==> src/rtl/ppu_write_scheduler.sv <==
// Host-write scheduler: queues Avalon writes to the PPU tables and
// drains them into the tables only during vertical blanking.
module ppu_write_scheduler #(
    parameter int DEPTH = 8
) (
    input  logic                     clk,
    input  logic                     reset_n,
    input  logic                     chipselect,
    input  logic                     write,
    input  logic [15:0]              address,
    input  logic [31:0]              writedata,
    output logic                     waitrequest,
    input  logic [10:0]              hcount,
    input  logic [9:0]               vcount,
    output logic [2:0]               mem_write,
    output logic [7:0]               w_addr,
    output logic [31:0]              w_data,
    output logic [$clog2(DEPTH):0]   level,
    output logic                     pending
);

    localparam int AW = $clog2(DEPTH);
    localparam logic [AW:0] FULL = (AW+1)'(DEPTH);
    localparam logic [AW:0] ONE  = (AW+1)'(1);

    typedef enum logic {
        S_WAIT,
        S_DRAIN
    } state_t;

    typedef struct packed {
        logic [1:0]  sel;
        logic [7:0]  idx;
        logic [31:0] data;
    } entry_t;

    entry_t        fifo_q [DEPTH];
    logic [AW-1:0] wptr_q;
    logic [AW-1:0] rptr_q;
    logic [AW:0]   level_q;
    logic [AW:0]   level_d;
    state_t        state_q;
    logic [2:0]    mem_write_q;
    logic [7:0]    w_addr_q;
    logic [31:0]   w_data_q;

    logic   accept;
    logic   is_ctrl;
    logic   push;
    logic   flush;
    logic   drain_ok;
    logic   pop;
    entry_t head;
    logic   unused_addr;

    assign unused_addr = ^address[15:10];

    assign waitrequest = (level_q == FULL);
    assign pending     = (level_q != '0);
    assign level       = level_q;
    assign mem_write   = mem_write_q;
    assign w_addr      = w_addr_q;
    assign w_data      = w_data_q;

    assign accept  = chipselect && write && !waitrequest;
    assign is_ctrl = (address[9:8] == 2'b11);
    assign push    = accept && !is_ctrl;
    assign flush   = accept && is_ctrl && writedata[0];

    // Stop short of the line-0 attribute scan at the end of line 524
    assign drain_ok = (vcount >= 10'd480) &&
                      !(vcount == 10'd524 && hcount >= 11'd1272);

    assign pop  = (state_q == S_DRAIN) && drain_ok && pending;
    assign head = fifo_q[rptr_q];

    // Next occupancy: flush wins, otherwise push/pop cancel out
    always_comb begin
        level_d = level_q;
        if (push && !pop) begin
            level_d = level_q + ONE;
        end else if (!push && pop) begin
            level_d = level_q - ONE;
        end
        if (flush) begin
            level_d = '0;
        end
    end

    // Queue storage; contents are don't-care until written
    always_ff @(posedge clk) begin
        if (push) begin
            fifo_q[wptr_q] <= {address[9:8], address[7:0], writedata};
        end
    end

    // Pointers and occupancy; pointers wrap naturally at DEPTH
    always_ff @(posedge clk or negedge reset_n) begin
        if (!reset_n) begin
            wptr_q  <= '0;
            rptr_q  <= '0;
            level_q <= '0;
        end else begin
            level_q <= level_d;
            if (flush) begin
                wptr_q <= '0;
                rptr_q <= '0;
            end else begin
                if (push) begin
                    wptr_q <= wptr_q + 1'b1;
                end
                if (pop) begin
                    rptr_q <= rptr_q + 1'b1;
                end
            end
        end
    end

    // Drain FSM with registered single-cycle table write pulses
    always_ff @(posedge clk or negedge reset_n) begin
        if (!reset_n) begin
            state_q     <= S_WAIT;
            mem_write_q <= '0;
            w_addr_q    <= '0;
            w_data_q    <= '0;
        end else begin
            mem_write_q <= '0;
            unique case (state_q)
                S_WAIT: begin
                    if (drain_ok && pending && !flush) begin
                        state_q <= S_DRAIN;
                    end
                end
                S_DRAIN: begin
                    if (pop) begin
                        mem_write_q <= 3'b001 << head.sel;
                        w_addr_q    <= head.idx;
                        w_data_q    <= head.data;
                        if (flush) begin
                            state_q <= S_WAIT;
                        end
                    end else begin
                        state_q <= S_WAIT;
                    end
                end
                default: state_q <= S_WAIT;
            endcase
        end
    end

endmodule

==> config.mk <==
export PLATFORM = sky130hd
export DESIGN_NAME = ppu_write_scheduler
export DESIGN_NICKNAME = d
export VERILOG_FILES = /design/src/rtl/ppu_write_scheduler.sv
export SDC_FILE = /design/constraint.sdc
export NUM_CORES = 1
export LEC_CHECK = 0
export ABC_AREA = 1
export CAP_MARGIN = 20
export CORE_UTILIZATION = 40
export CTS_CLUSTER_DIAMETER = 40
export DETAILED_ROUTE_END_ITERATION = 12
export HOLD_SLACK_MARGIN = 0.02
export PLACE_DENSITY = 0.64
export REMOVE_ABC_BUFFERS = 1
export SKIP_LAST_GASP = 1
export SLEW_MARGIN = 10
export SYNTH_ARGS = -nofsm -noshare
export SYNTH_HDL_FRONTEND = slang
export SYNTH_SLANG_ARGS = --single-unit
==> constraint.sdc <==
create_clock -name clk -period 3.8 [get_ports clk]
set_clock_uncertainty 0.15 [all_clocks]
set_input_delay 0.38 -clock clk [delete_from_list [all_inputs] [get_ports clk]]
set_output_delay 0.38 -clock clk [all_outputs]
set_load 0.005 [all_outputs]
## After elaboration in Yosys (flattened, before gate mapping)

Memories as Yosys holds them, arrays and structs flattened.
Index checks and enable logic that the tools add are counted.

| storage, ports and cells | value |
|---|---|
| flip-flop bits (word level) | 54 |
| memory bits (writable) | 336 |
| bits of input ports | 73 |
| output and inout port bits | 49 |
| logic and storage cells | 58 |
| memories | 1 |

| cells by class | value |
|---|---|
| add/subtract/negate cells | 4 |
| order comparisons | 2 |
| equal/unequal tests | 3 |
| shift operators | 1 |
| mux-type cells | 15 |
| bitwise logic cells | 1 |
| reduce and logical (&&, ||, !) cells | 24 |

Memories:

| name | depth | width | read ports | clocked after memory_dff | wr ports | RTL line | text |
|---|---|---|---|---|---|---|---|
| fifo_q | 8 | 42 | 1 | 0 | 1 | 37 | `entry_t fifo_q [DEPTH];` |

Operators with widths:

| kind | number |
|---|---|
| $mux 3 | 6 |
| $logic_and 1x1->1 | 13 |
| $mux 4 | 3 |
| $ge 11x11->1 const B | 1 |
| $eq 10x10->1 const B | 1 |
| $ge 10x9->1 const B | 1 |
| $add 3x1->3 const B | 2 |
| $logic_not 1->1 | 6 |
| $mux 1 | 5 |
| $add 4x1->4 const B | 1 |
| $eq 4x4->1 const B | 1 |
| $reduce_bool 2->1 | 2 |
| $reduce_bool 4->1 | 1 |
| $sub 4x1->4 const B | 1 |
| $reduce_bool 3->1 | 1 |
| $shl 1x2->3 const A | 1 |
| $eq 2x2->1 const B | 1 |
| $pmux 1 s2 | 1 |
| $reduce_and 2->1 | 1 |
| $not 1->1 | 1 |

## Longest topological paths before layout

Gate-level depths: netlist of run 1.

| depth | value |
|---|---|
| depth in word-level cells | 10 |
| depth in mapped cells | 17 |

## Worst setup path before layout of run 1

Ideal clock, no wire load.

| timing path | value |
|---|---|
| path type | flip-flop to flip-flop |
| start | reg level_q[0] (netlist: level[0]) |
| end | mem fifo_q[0][0] (netlist bit) (enable) |
| library setup time | 441 ps |
| arrival time | 2923 ps |
| path slack | 285 ps |
| cell stages (with the launch flop) | 8 |
| path buffers | 0 |
| clock period less this slack | 3515 ps |
| cells stage by stage | dfrtp_1 > inv_2 > nand4_2 > nand3_4 > nor2_4 > inv_1 > or2_1 > nor2_1 |

| on the way | value |
|---|---|
| cells in the longest elaborated chain, start to end | 6 |

Ends and longest elaborated chain:

| what | RTL line | text |
|---|---|---|
| start, declared | 40 | `logic [AW:0] level_q;` |
| start signal, assigned | 104 | `level_q <= level_d;` |
| $eq 4x4->1 | 58 | `assign waitrequest = (level_q == FULL);` |
| $logic_not 1->1 | 65 | `assign accept = chipselect && write && !waitrequest;` |
| $logic_and 1x1->1 | 65 |  |
| $logic_and 1x1->1 | 67 | `assign push = accept && !is_ctrl;` |
| $mux 1 | 92 | `if (push) begin` |
| $mux 1 (implied by the code) | 93 | `fifo_q[wptr_q] <= {address[9:8], address[7:0], writedata};` |
| end, declared | 37 |  |

No other way between the ends.

## Final worst setup path of run 1

| timing path | value |
|---|---|
| start | reg level_q[0] (netlist: level[0]) |
| end | reg level_q[3] (netlist: level[3]) |

| on the way | value |
|---|---|
| cells in the longest elaborated chain, start to end | 7 |
| elaborated cells between the ends (all ways) | 18 |

Ends and longest elaborated chain:

| what |
|---|
| branches (longest 7 deep; another with $sub 4x1->4) |

Parallel ways; which one is timed is not known. The select of a mux whose other input is x is not followed.
A chain may end at the register's enable or synchronous reset.

==> results of run 1 <==
## per-stage QoR
step	cells	hold WS (ps)	power, µW
after floorplan	976	-65.59	7762
after global placement	1624	313.1	9115
after detailed placement	1624	315.2	9188
after CTS	1715	295.3	13860
after global routing	1715	347.0	14430
final	1715	274.5	13720
## area by class of cell
class	count	area [µm²]	share of cell area [%]
tap	511	639.4	3.426
sequential	390	11450	61.36
clock buffer	55	1269	6.799
timing repair buffer	138	1401	7.510
clock inverter	35	394.1	2.112
multi-input combinational	557	3396	18.20
inverter	29	111.4	0.5968
## flip-flops by register name, summed over array words and instances (netlist names)
| name | count |
|---|---|
| mem_write | 3 |
| wptr_q | 3 |
| level | 4 |
| w_addr | 8 |
| w_data | 32 |
| fifo_q | 336 |
| rptr_q | 3 |
| state_q | 1 |
## how the worst min path moves through the flow
stage / end / slack, ps / cells after the start
after global routing: w_data[16] / 350 / 2
after global placement: w_data[0] / 310 / 2
after floorplan: level[0] / -70 / 0
after detailed placement: w_data[11] / 320 / 2
after CTS: w_data[16] / 300 / 2
final: w_data[10] / 270 / 2
## per-layer routing
metal | vias to the layer above | share of wire [%] | GRT usage, %
li1 | 4182 | - | -
met1 | 4487 | 45 | 24.31
met2 | 263 | 47 | 28.18
met3 | 46 | 5.7 | 3.585
met4 | 2 | 1.7 | 5.197
met5 | - | 0.027 | 0
## power breakdown
part	switching [µW]	internal, µW	total (µW)
sequential	321	5150	5470
clock	1790	2850	4640
combinational	2140	1470	3610
total	4260	9460	13700
## cells by family after synthesis
kind of cell	share of synthesized area, %
simple gates	7.850
buf+inv	3.022
compound gates	8.212
mux	5.255
flops	75.09
fa+ha+maj	0.4599
xor+xnor	0.1150
## cell usage in the layout (no fill, tap or decap), types with 25 or more instances in the layout
master / synthesis / layout
sky130_fd_sc_hd__edfxtp_1: 336 / 336
sky130_fd_sc_hd__nand3_1: 43 / 43
sky130_fd_sc_hd__o221ai_1: 81 / 81
sky130_fd_sc_hd__inv_1: 25 / 25
sky130_fd_sc_hd__o21ai_0: 88 / 88
sky130_fd_sc_hd__dfrtp_1: 54 / 51
sky130_fd_sc_hd__nand2_1: 118 / 118
sky130_fd_sc_hd__clkbuf_16: 0 / 49
sky130_fd_sc_hd__clkdlybuf4s50_1: 0 / 111
sky130_fd_sc_hd__mux2i_1: 80 / 80
sky130_fd_sc_hd__nor2_1: 105 / 97
## worst max-delay path: cells and delay by family (launching register included)
| kind | cells | cell delay (ps) |
|---|---|---|
| adders and majority gates | 1 | 290 |
| and+or+nand+nor | 8 | 1200 |
| buffers and inverters | 2 | 150 |
| DFF | 1 | 450 |
| xor gates and xnor gates | 1 | 170 |
| AOI/OAI and AO/OA | 1 | 150 |
==> impl_results.md, run 1 <==
* Result of the run: complete, no violations
* Commonest register cell after synthesis: sky130_fd_sc_hd__edfxtp_1
* Largest fanout on the critical path at 21
* First DRT Iteration DRCs at 631
* CTS Root Cell: sky130_fd_sc_hd__clkbuf_16
* Most prevalent standard cell on the critical path: sky130_fd_sc_hd__nand2_1
* Reg-to-Reg Start: level[0]
* CTS tree: built
* Remaining Overflow, GRT at 0
* Clock sink total at 390
* Register-to-Register Path Depth at 13
* Sequence of cells on the critical path: inv_2 -> nand4_1 -> nand4_4 -> nand2_1 -> ha_1 -> a21oi_1 -> nand2_1 -> xor2_1 -> inv_1 -> nand2_1 -> nand2_1 -> nand2_1 -> nand2_1
* Aggregate negative setup slack at 0 ps
* Worst hold path class: in2async
* Library cell occupying the most area in the post-synthesis netlist: sky130_fd_sc_hd__edfxtp_1
* Final setup viols at 0
* Final Max Slew Viols at 0
* Detailed-route vias per instance at 5.236
* Later-pin clock latency in the skew report at 550 ps
* Actual transition at the worst max-transition pin at 1065 ps
* Count of hold buffers inserted by post-cts repair at 1
* Flop-to-flop setup slack at 1130 ps
* Weighted congestion at the end of routability-driven global placement at 0.7071
* Synthesized instance count at 1040
* Final Net Count at 1242
* Number of antenna-violating nets in the routed design at 0
* H-tree level count at 2
* Total iterations of the first detailed-routing run at 5
* Number of hold violations in the final report at 0
* RSZ-0062 raised after global routing: no
* DRC violations left at 0
* Die outline area at 0.03888 mm²
* Type of the setup path with the least slack: reg2reg
* Critical Path Start Type: register
* Post-synthesis cell area at 0.01524 mm²
* Wire length of the first global-routing pass at 51580 µm
* Leakage dissipation at 0.006684 µW
* Fraction of the cycle the final worst path needs at 70.20%
* Post-place instance area at 0.01699 mm²
* Worst-case setup margin in the final layout at 1132 ps
* Fraction of layout cells with a size suffix above 1 at 10.63%
* Endpoint type of the worst setup path: register
* Cell types with the highest counts after synthesis: 336 x sky130_fd_sc_hd__edfxtp_1, 118 x sky130_fd_sc_hd__nand2_1, 105 x sky130_fd_sc_hd__nor2_1
* Portion of the post-synthesis area used by sequential elements at 75.09%
* Number of flops mapped to enable cells by yosys at 336
* Post-layout min period at 2668 ps
* Headroom to the max-slew limit at 28.89%
* DR WL/cell at 19.77 µm
* Count leader, synth: sky130_fd_sc_hd__edfxtp_1
* Register clock-pin slew on the reported worst setup and hold paths at 50 ps
* Non-Filler Cell Area, Final at 0.01866 mm²
* GRT Util Overall at 17.60%
* Required arrival time at the worst endpoint at 4090 ps
* Floorplan die width at 197.2 µm
* Sum of routed wire length over all layers at 33910 µm
* Cells taking the most area after synthesis: sky130_fd_sc_hd__edfxtp_1 66%, sky130_fd_sc_hd__dfrtp_1 8.9%, sky130_fd_sc_hd__mux2i_1 5.3%, sky130_fd_sc_hd__o221ai_1 4.7%, sky130_fd_sc_hd__nand2_1 2.9%
* CTS Buffer Depth at 3
* Pre-CTS setup slack at 704.4 ps
* Capturing point of the worst reg2reg path: level[3]
* Area inside the core boundary at 0.03758 mm²
* Ports at 122
* Number of input and output port buffers inserted at 112
* Total clock buffers created by CTS at 48
* Vertical extent of the die at 197.2 µm
* Initial core utilization at 40.55%
* Number of rows in the core area at 71
* Area growth from synthesis to final layout at 22.47%
* Critical path arrival at 2950 ps
* Share of flip-flops with an asynchronous set or reset after synthesis at 13.85%
* Slowest stage delay, CP at 450 ps
* Vias in the first global route at 8751
* Filler cells at 3165
* Count of yosys warnings during synthesis at 0
* IR Drop Worst-Case VDD at 735.7 µV
* Syn Area/Cell at 14.65 µm²
* Number of setup buffers added after CTS at 0
* Slowest stage cell, crit path: sky130_fd_sc_hd__dfrtp_1
* Core Util, Final at 49.66%
* Yosys reg bits at 390
* Count of distinct cell types in the synthesized netlist at 36
* Via count of the routed design at 8980
* Maximum number of pins on one net before global-route repair at 170
* Maximum Capacitance Violations at 0
* Resized Gates After CTS at 0
* Power per unit of standard cell area at 735.1 mW/mm²
* Half-perimeter wire length after detailed placement at 18120 µm
* Top cell type's share of synthesized area at 66.22%
* Diode count at 0
* Worst setup path start: level[0]
* Max frequency at 0.3749 GHz
* Capturing instance or port of the critical path: level[3]
* Number of antenna violations at the first check in global routing at 1
(Power assumes the default switching activity.)
==> run 2, diff against run 1 <==
--- a/config.mk
+++ b/config.mk
@@ -11,7 +11,7 @@
 export CTS_CLUSTER_DIAMETER = 40
 export DETAILED_ROUTE_END_ITERATION = 12
 export HOLD_SLACK_MARGIN = 0.02
-export PLACE_DENSITY = 0.64
+export PLACE_DENSITY = 0.67
 export REMOVE_ABC_BUFFERS = 1
 export SKIP_LAST_GASP = 1
 export SLEW_MARGIN = 10
==> constraint.sdc (replaced) <==
create_clock -name clk -period 2.36 [get_ports clk]
set_clock_uncertainty 0.15 [all_clocks]
set_input_delay 0.236 -clock clk [delete_from_list [all_inputs] [get_ports clk]]
set_output_delay 0.236 -clock clk [all_outputs]
set_load 0.005 [all_outputs]
==> run 2 against run 1 <==
Combinational power up 78%; sequential power up 60%; non-clock buffer count up 39; worst setup slack worse by 1000 ps; cell area up 2.0%; worst hold slack worse by 180 ps; critical path type is now reg2out.
==> impl_results.md, run 2 (same netlist as run 1, synthesis figures left out) <==
* Slowest stage cell, crit path: sky130_fd_sc_hd__clkdlybuf4s50_1 (was sky130_fd_sc_hd__dfrtp_1)
* Pre-CTS setup slack at -232.2 ps (was 704.4 ps)
* IR Drop Worst-Case VDD at 727.9 µV (was 735.7 µV)
* Worst hold margin at 93.88 ps (was 274.5 ps)
* Vias in the first global route at 9279 (was 8751)
* Slowest stage delay, CP at 440 ps (was 450 ps)
* Ports at 122 (unchanged)
* Fraction of layout cells with a size suffix above 1 at 12.99% (was 10.63%)
* Met2 wire len at 17040 µm (was 16050 µm)
* Maximum Capacitance Violations at 0 (unchanged)
* Total iterations of the first detailed-routing run at 5 (unchanged)
* Leakage dissipation at 0.006864 µW (was 0.006684 µW)
* Half-perimeter wire length after detailed placement at 20170 µm (was 18120 µm)
* Worst-case setup margin in the final layout at 124.6 ps (was 1132 ps)
* Final Net Count at 1276 (was 1242)
* Required arrival time at the worst endpoint at 1970 ps (was 4090 ps)
* Die outline area at 0.03888 mm² (unchanged)
* Floorplan die width at 197.2 µm (unchanged)
* Max FFs per register at 336 (unchanged)
* Total clock buffers created by CTS at 43 (was 48)
* Area growth from synthesis to final layout at 24.95% (was 22.47%)
* Maximum number of pins on one net before global-route repair at 85 (was 170)
* Commonest non-fill, non-tap cell in the layout: sky130_fd_sc_hd__edfxtp_1 (unchanged)
* Power per unit of standard cell area at 1169 mW/mm² (was 735.1 mW/mm²)
* Total length of routed met3 wires at 1964 µm (was 1948 µm)
* Count of placed standard cells including taps at 1660 (was 1624)
* Remaining Overflow, GRT at 0 (unchanged)
* Final setup viols at 0 (unchanged)
* Cell Count, Final, Fillers Out at 1743 (was 1715)
* First DRT Iteration DRCs at 838 (was 631)
* Result of the run: complete, no violations (unchanged)
* Endpoint type of the worst setup path: primary output (was register)
* Top routing layer used: met4 (was met5)
* Largest fanout on the critical path at 3 (was 21)
* Number of hold violations in the final report at 0 (unchanged)
* Wire length of the first global-routing pass at 53370 µm (was 51580 µm)
* Sequence of cells on the critical path: inv_2 -> nand4_1 -> buf_4 -> clkdlybuf4s50_1 (was inv_2 -> nand4_1 -> nand4_4 -> nand2_1 -> ha_1 -> a21oi_1 -> nand2_1 -> xor2_1 -> inv_1 -> nand2_1 -> nand2_1 -> nand2_1 -> nand2_1)
* Area inside the core boundary at 0.03758 mm² (unchanged)
* Max frequency at 0.4473 GHz
* Via count of the routed design at 9253 (was 8980)
* CTS Buffer Depth at 3 (unchanged)
* Wl on met1 at 15120 µm (was 15340 µm)
* Diode count at 0 (unchanged)
* Critical path arrival at 1850 ps (was 2950 ps)
* Final Max Slew Viols at 0 (unchanged)
* Weighted congestion at the end of routability-driven global placement at 0.7363 (was 0.7071)
* Worst hold path class: in2async (unchanged)
* Clock sink total at 390 (unchanged)
* Type of the setup path with the least slack: reg2out (was reg2reg)
* Fraction of the cycle the final worst path needs at 94.72%
* Detailed-route vias per instance at 5.309 (was 5.236)
* Actual transition at the worst max-transition pin at 554.0 ps (was 1065 ps)
* GRT Util Overall at 18.03% (was 17.60%)
* Later-pin clock latency in the skew report at 530 ps (was 550 ps)
* Post-layout min period at 2235 ps
* H-tree level count at 2 (unchanged)
* Initial core utilization at 40.55% (unchanged)
* DRC violations left at 0 (unchanged)
* CTS tree: built (unchanged)
* Number of antenna-violating nets in the routed design at 0 (unchanged)
* Critical Path Start Type: register (unchanged)
* Top reg by flops: fifo_q (unchanged)
* Headroom to the max-slew limit at 63.06% (was 28.89%)
* Number of rows in the core area at 71 (unchanged)
* Sum of routed wire length over all layers at 34890 µm (was 33910 µm)
* DR WL/cell at 20.02 µm (was 19.77 µm)
* Number of antenna violations at the first check in global routing at 0 (was 1)
* Register clock-pin slew on the reported worst setup and hold paths at 60 ps (was 50 ps)
* Most used cells in the layout excluding fill and tap cells: 336 x sky130_fd_sc_hd__edfxtp_1, 118 x sky130_fd_sc_hd__nand2_1, 111 x sky130_fd_sc_hd__clkdlybuf4s50_1, 97 x sky130_fd_sc_hd__nor2_1, 88 x sky130_fd_sc_hd__o21ai_0 (unchanged)
* RSZ-0062 raised after global routing: no (unchanged)
* Vertical extent of the die at 197.2 µm (unchanged)
* CTS Root Cell: sky130_fd_sc_hd__clkbuf_16 (unchanged)
* Number of input and output port buffers inserted at 112 (unchanged)
run 2: where the power goes:
group	total (µW)	internal (µW)	switching, µW	leakage (µW)
Clock	7090	4400	2690	0.000742
Combinational	6430	2710	3720	0.00243
Sequential	8730	8290	444	0.00369
run 2: final cells by class:
cell class,count,area [µm²]
clock buffer,56,1197
clock inverter,23,342.8
fill,3113,18540
inverter,29,111.4
multi-input combinational,557,3416
sequential,390,11450
tap,511,639.4
timing repair buffer,177,1882
run 2: metal layers:
metal / global-route usage, % / vias up
met5: 0 / -
met4: 5.771 / 0
met1: 24.15 / 4643
li1: - / 4252
met3: 2.903 / 58
met2: 30.09 / 300
run 2: final timing paths:
path | from | endpoint | slack, ps | cells past startpoint
max in group asynchronous | reset_n | rptr_q[0] | 1630 | 3
setup reg to reg | level[3] | fifo_q[0][31] | 130 | 7
hold / removal | reset_n | w_data[17] | 90 | 3
min in group clk | writedata[4] | fifo_q[3][4] | 290 | 1
setup / recovery | level[1] | pending | 120 | 4
hold reg to reg | w_data[15] | w_data[15] | 330 | 2
run 2: worst max-delay path: cells and delay by family, from the launching register on:
kind / cells / cell delay (ps)
buf+inv: 3 / 740
flops: 1 / 380
simple gates: 1 / 190
run 2: what timing repair did:
action | 4_1_cts | 5_1_grt
setup endpoints to repair | 0 | 1
buffers inserted | 0 | 3
endpoints found under the hold margin | 54 | 0
gates resized for setup | 0 | 4
hold buffers | 1 | 0
run 2: stage by stage:
stage	util (%)	setup TNS, ps	power, µW	area, µm²
after floorplan	-	-512560	11930	14890
after global placement	46.43	-11850	15120	17450
after detailed placement	46.43	-20050	15270	17450
after CTS	50.55	0	22410	19000
after global routing	50.67	0	23330	19040
final	50.67	0	22250	19040
==> run 3, diff against run 2 <==
--- a/config.mk
+++ b/config.mk
@@ -7,12 +7,13 @@
 export LEC_CHECK = 0
 export ABC_AREA = 1
 export CAP_MARGIN = 20
-export CORE_UTILIZATION = 40
+export CORE_UTILIZATION = 30
 export CTS_CLUSTER_DIAMETER = 40
 export DETAILED_ROUTE_END_ITERATION = 12
 export HOLD_SLACK_MARGIN = 0.02
-export PLACE_DENSITY = 0.67
+export PLACE_DENSITY = 0.54
 export REMOVE_ABC_BUFFERS = 1
+export SKIP_CTS_REPAIR_TIMING = 1
 export SKIP_LAST_GASP = 1
 export SLEW_MARGIN = 10
 export SYNTH_ARGS = -nofsm -noshare
==> run 3 against run 2 <==
Cell count grew 9.8%; sequential power grew 0.5%; clock power grew 9.2%; non-clock buffer count shrank 7; largest power group unchanged; first-iteration DRC count shrank 6.4%; power grew 3.3%; utilization shrank 12 points; worst hold slack lost 3.9 ps.
==> impl_results.md, run 3 (same netlist as run 1, synthesis figures left out) <==
* H-tree level count at 2 (unchanged)
* Register clock-pin slew on the reported worst setup and hold paths at 60 ps (about the same)
* Most prevalent standard cell on the critical path: sky130_fd_sc_hd__nor2_4
* Detailed-route vias per instance at 4.754 (was 5.309)
* GRT Util Overall at 14.68% (was 18.03%)
* Remaining Overflow, GRT at 0 (unchanged)
* Wire length of the first global-routing pass at 56840 µm (was 53370 µm)
* Endpoint type of the worst setup path: register (was primary output)
* Sum of routed wire length over all layers at 37570 µm (was 34890 µm)
* Final setup viols at 0 (unchanged)
* Post-place instance area at 0.01754 mm² (was 0.01745 mm²)
* Leakage dissipation at 0.006926 µW (was 0.006864 µW)
* Cell Count, Final, Fillers Out at 1913 (was 1743)
* DRC violations left at 0 (unchanged)
* Top reg by flops: fifo_q (unchanged)
* Worst hold margin at 89.96 ps (was 93.88 ps)
* Weighted congestion at the end of routability-driven global placement at 0.7389 (was 0.7363)
* Sequence of cells on the critical path: nand4_2 -> nand3_4 -> nor2_4 -> inv_1 -> or2_1 -> nor2_4 -> buf_4 (was inv_2 -> nand4_1 -> buf_4 -> clkdlybuf4s50_1)
* Critical path arrival at 2290 ps (was 1850 ps)
* Area growth from synthesis to final layout at 27.03% (was 24.95%)
* Switching share of power at 31.61% (was 30.81%)
* Clock sink total at 390 (unchanged)
* Worst hold path class: in2async (unchanged)
* Slowest stage delay, CP at 450 ps (was 440 ps)
* Floorplan die width at 227.4 µm (was 197.2 µm)
* Actual transition at the worst max-transition pin at 614.6 ps (was 554.0 ps)
* Half-perimeter wire length after detailed placement at 20780 µm (was 20170 µm)
* Commonest non-fill, non-tap cell in the layout: sky130_fd_sc_hd__edfxtp_1 (unchanged)
* DR WL/cell at 19.64 µm (was 20.02 µm)
* Type of the setup path with the least slack: reg2reg (was reg2out)
* Vias in the first global route at 9175 (was 9279)
* Number of input and output port buffers inserted at 112 (unchanged)
* Share of total power in combinational logic at 28.2% (was 28.9%)
* Largest fanout on the critical path at 11 (was 3)
* First DRT Iteration DRCs at 784 (was 838)
* Total clock buffers created by CTS at 50 (was 43)
* Maximum Capacitance Violations at 0 (unchanged)
* Internal portion of total power at 15720 µW (was 15400 µW)
* Critical Path Start Type: register (unchanged)
* Slowest stage cell, crit path: sky130_fd_sc_hd__dfrtp_1 (was sky130_fd_sc_hd__clkdlybuf4s50_1)
* Total iterations of the first detailed-routing run at 5 (unchanged)
* Final Net Count at 1276 (unchanged)
* Max FFs per register at 336 (unchanged)
* Sw Pwr at 7265 µW (was 6856 µW)
* Via count of the routed design at 9095 (was 9253)
* Sequential cell fraction of total power at 38.2% (was 39.2%)
* Area inside the core boundary at 0.05017 mm² (was 0.03758 mm²)
* Number of antenna-violating nets in the routed design at 0 (unchanged)
* Maximum number of pins on one net before global-route repair at 100 (was 85)
* Most used cells in the layout excluding fill and tap cells: 336 x sky130_fd_sc_hd__edfxtp_1, 118 x sky130_fd_sc_hd__nand2_1, 110 x sky130_fd_sc_hd__clkdlybuf4s50_1, 97 x sky130_fd_sc_hd__nor2_1, 88 x sky130_fd_sc_hd__o21ai_0 (was 336 x sky130_fd_sc_hd__edfxtp_1, 118 x sky130_fd_sc_hd__nand2_1, 111 x sky130_fd_sc_hd__clkdlybuf4s50_1, 97 x sky130_fd_sc_hd__nor2_1, 88 x sky130_fd_sc_hd__o21ai_0)
* Register area at 0.01145 mm² (unchanged)
* Cell type group with the largest total delay on the critical path: simple AND/OR/NAND/NOR gates (was buffers and inverters)
* Final Max Slew Viols at 0 (unchanged)
* Max frequency at 0.4542 GHz (was 0.4473 GHz)
* Power per unit of standard cell area at 1187 mW/mm² (was 1169 mW/mm²)
* Initial core utilization at 30.37% (was 40.55%)
* CTS tree: built (unchanged)
* CTS Buffer Depth at 3 (unchanged)
* Later-pin clock latency in the skew report at 570 ps (was 530 ps)
* Part of the power in the clock network at 33.7% (was 31.9%)
* Fraction of the cycle the final worst path needs at 93.29% (was 94.72%)
* Die outline area at 0.05169 mm² (was 0.03888 mm²)
* Ports at 122 (unchanged)
* Filler cells at 4667 (was 3113)
* Number of hold violations in the final report at 0 (unchanged)
* Count of placed standard cells including taps at 1811 (was 1660)
* Number of rows in the core area at 82 (was 71)
* CTS Root Cell: sky130_fd_sc_hd__clkbuf_16 (unchanged)
* Buffers & Inverters on Critical Path at 2 (was 3)
* Number of antenna violations at the first check in global routing at 3 (was 0)
* Non-Filler Cell Area, Final at 0.01936 mm² (was 0.01904 mm²)
* Vertical extent of the die at 227.4 µm (was 197.2 µm)
* Area taken by multi-input logic gates at 0.003416 mm² (unchanged)
* Headroom to the max-slew limit at 59.02% (was 63.06%)
* Post-layout min period at 2202 ps (was 2235 ps)
* Required arrival time at the worst endpoint at 2450 ps (was 1970 ps)
* Result of the run: complete, no violations (unchanged)
* IR Drop Worst-Case VDD at 664.6 µV (was 727.9 µV)
* Fraction of layout cells with a size suffix above 1 at 13.79% (was 12.99%)
run 3: cell types whose count changed in the layout (fill, tap and decap cells not counted), sizes merged:
cell and delta:
clkinv +3, clkbuf +7, buf -7, diode +1
inv +6, dlymetal6s2s +1, bufinv -3, clkdlybuf4s50 -1
clkinvlp +2
run 3: per-stage QoR:
| step | setup TNS [ps] | total power (µW) | utilization (%) | setup slack, ps |
|---|---|---|---|---|
| finish | 0 | 22980 | 38.58 | 158.3 |
| global route | -2.807 | 24260 | 38.58 | -2.807 |
| CTS | -6.742 | 23170 | 38.42 | -6.742 |
| detailed placement | -7524 | 15370 | 34.95 | -247.2 |
| global placement | -5683 | 15290 | 34.95 | -228.4 |
| floorplan | -512560 | 11930 | - | -3585 |
run 3: power by group through the flow:
stage / clock network [µW] / logic [µW] / registers, µW
finish: 7740 / 6470 / 8770
floorplan: 0 / 2690 / 9240
detailed placement: 0 / 6450 / 8920
global placement: 0 / 6370 / 8920
CTS: 7900 / 6480 / 8790
global route: 8200 / 7210 / 8860
run 3: metal layers:
metal  vias to the layer above  global-route usage [%]  wire [µm]  part of all wire, %
met4                         4                   4.222        763                  2.0
met5                         -                       0         26                0.069
met2                       222                   23.67      17630                   47
met3                        53                   3.007       2008                  5.3
li1                       4244                       -          -                    -
met1                      4572                   19.98      17140                   46
run 3: cell type report:
cell class	instances	area share (%)
diodes	1	0.01293
clock buffers	63	7.195
clock inverters	31	1.784
inverters	29	0.5753
multi-input cells	557	17.65
flip-flops and latches	390	59.16
well taps	672	4.344
repair buffers	170	9.282
run 3: final timing paths:
| kind | startpoint | end | slack, ps | cells after the start |
|---|---|---|---|---|
| setup / recovery | level[3] | fifo_q[0][37] | 160 | 7 |
| min in group clk | address[0] | fifo_q[2][32] | 260 | 1 |
| hold / removal | reset_n | w_data[3] | 90 | 2 |
| setup reg to reg | level[3] | fifo_q[0][37] | 160 | 7 |
| max in group asynchronous | reset_n | w_data[10] | 1280 | 3 |
| hold reg to reg | w_data[5] | w_data[5] | 330 | 2 |
run 3: worst register-to-register path: stages, from the launching register on:
cell and delay (ps):
sky130_fd_sc_hd__dfrtp_1 450, sky130_fd_sc_hd__nand4_2 160, sky130_fd_sc_hd__nand3_4 100, sky130_fd_sc_hd__nor2_4 130, sky130_fd_sc_hd__inv_1 60, sky130_fd_sc_hd__or2_1 370, sky130_fd_sc_hd__nor2_4 200, sky130_fd_sc_hd__buf_4 270
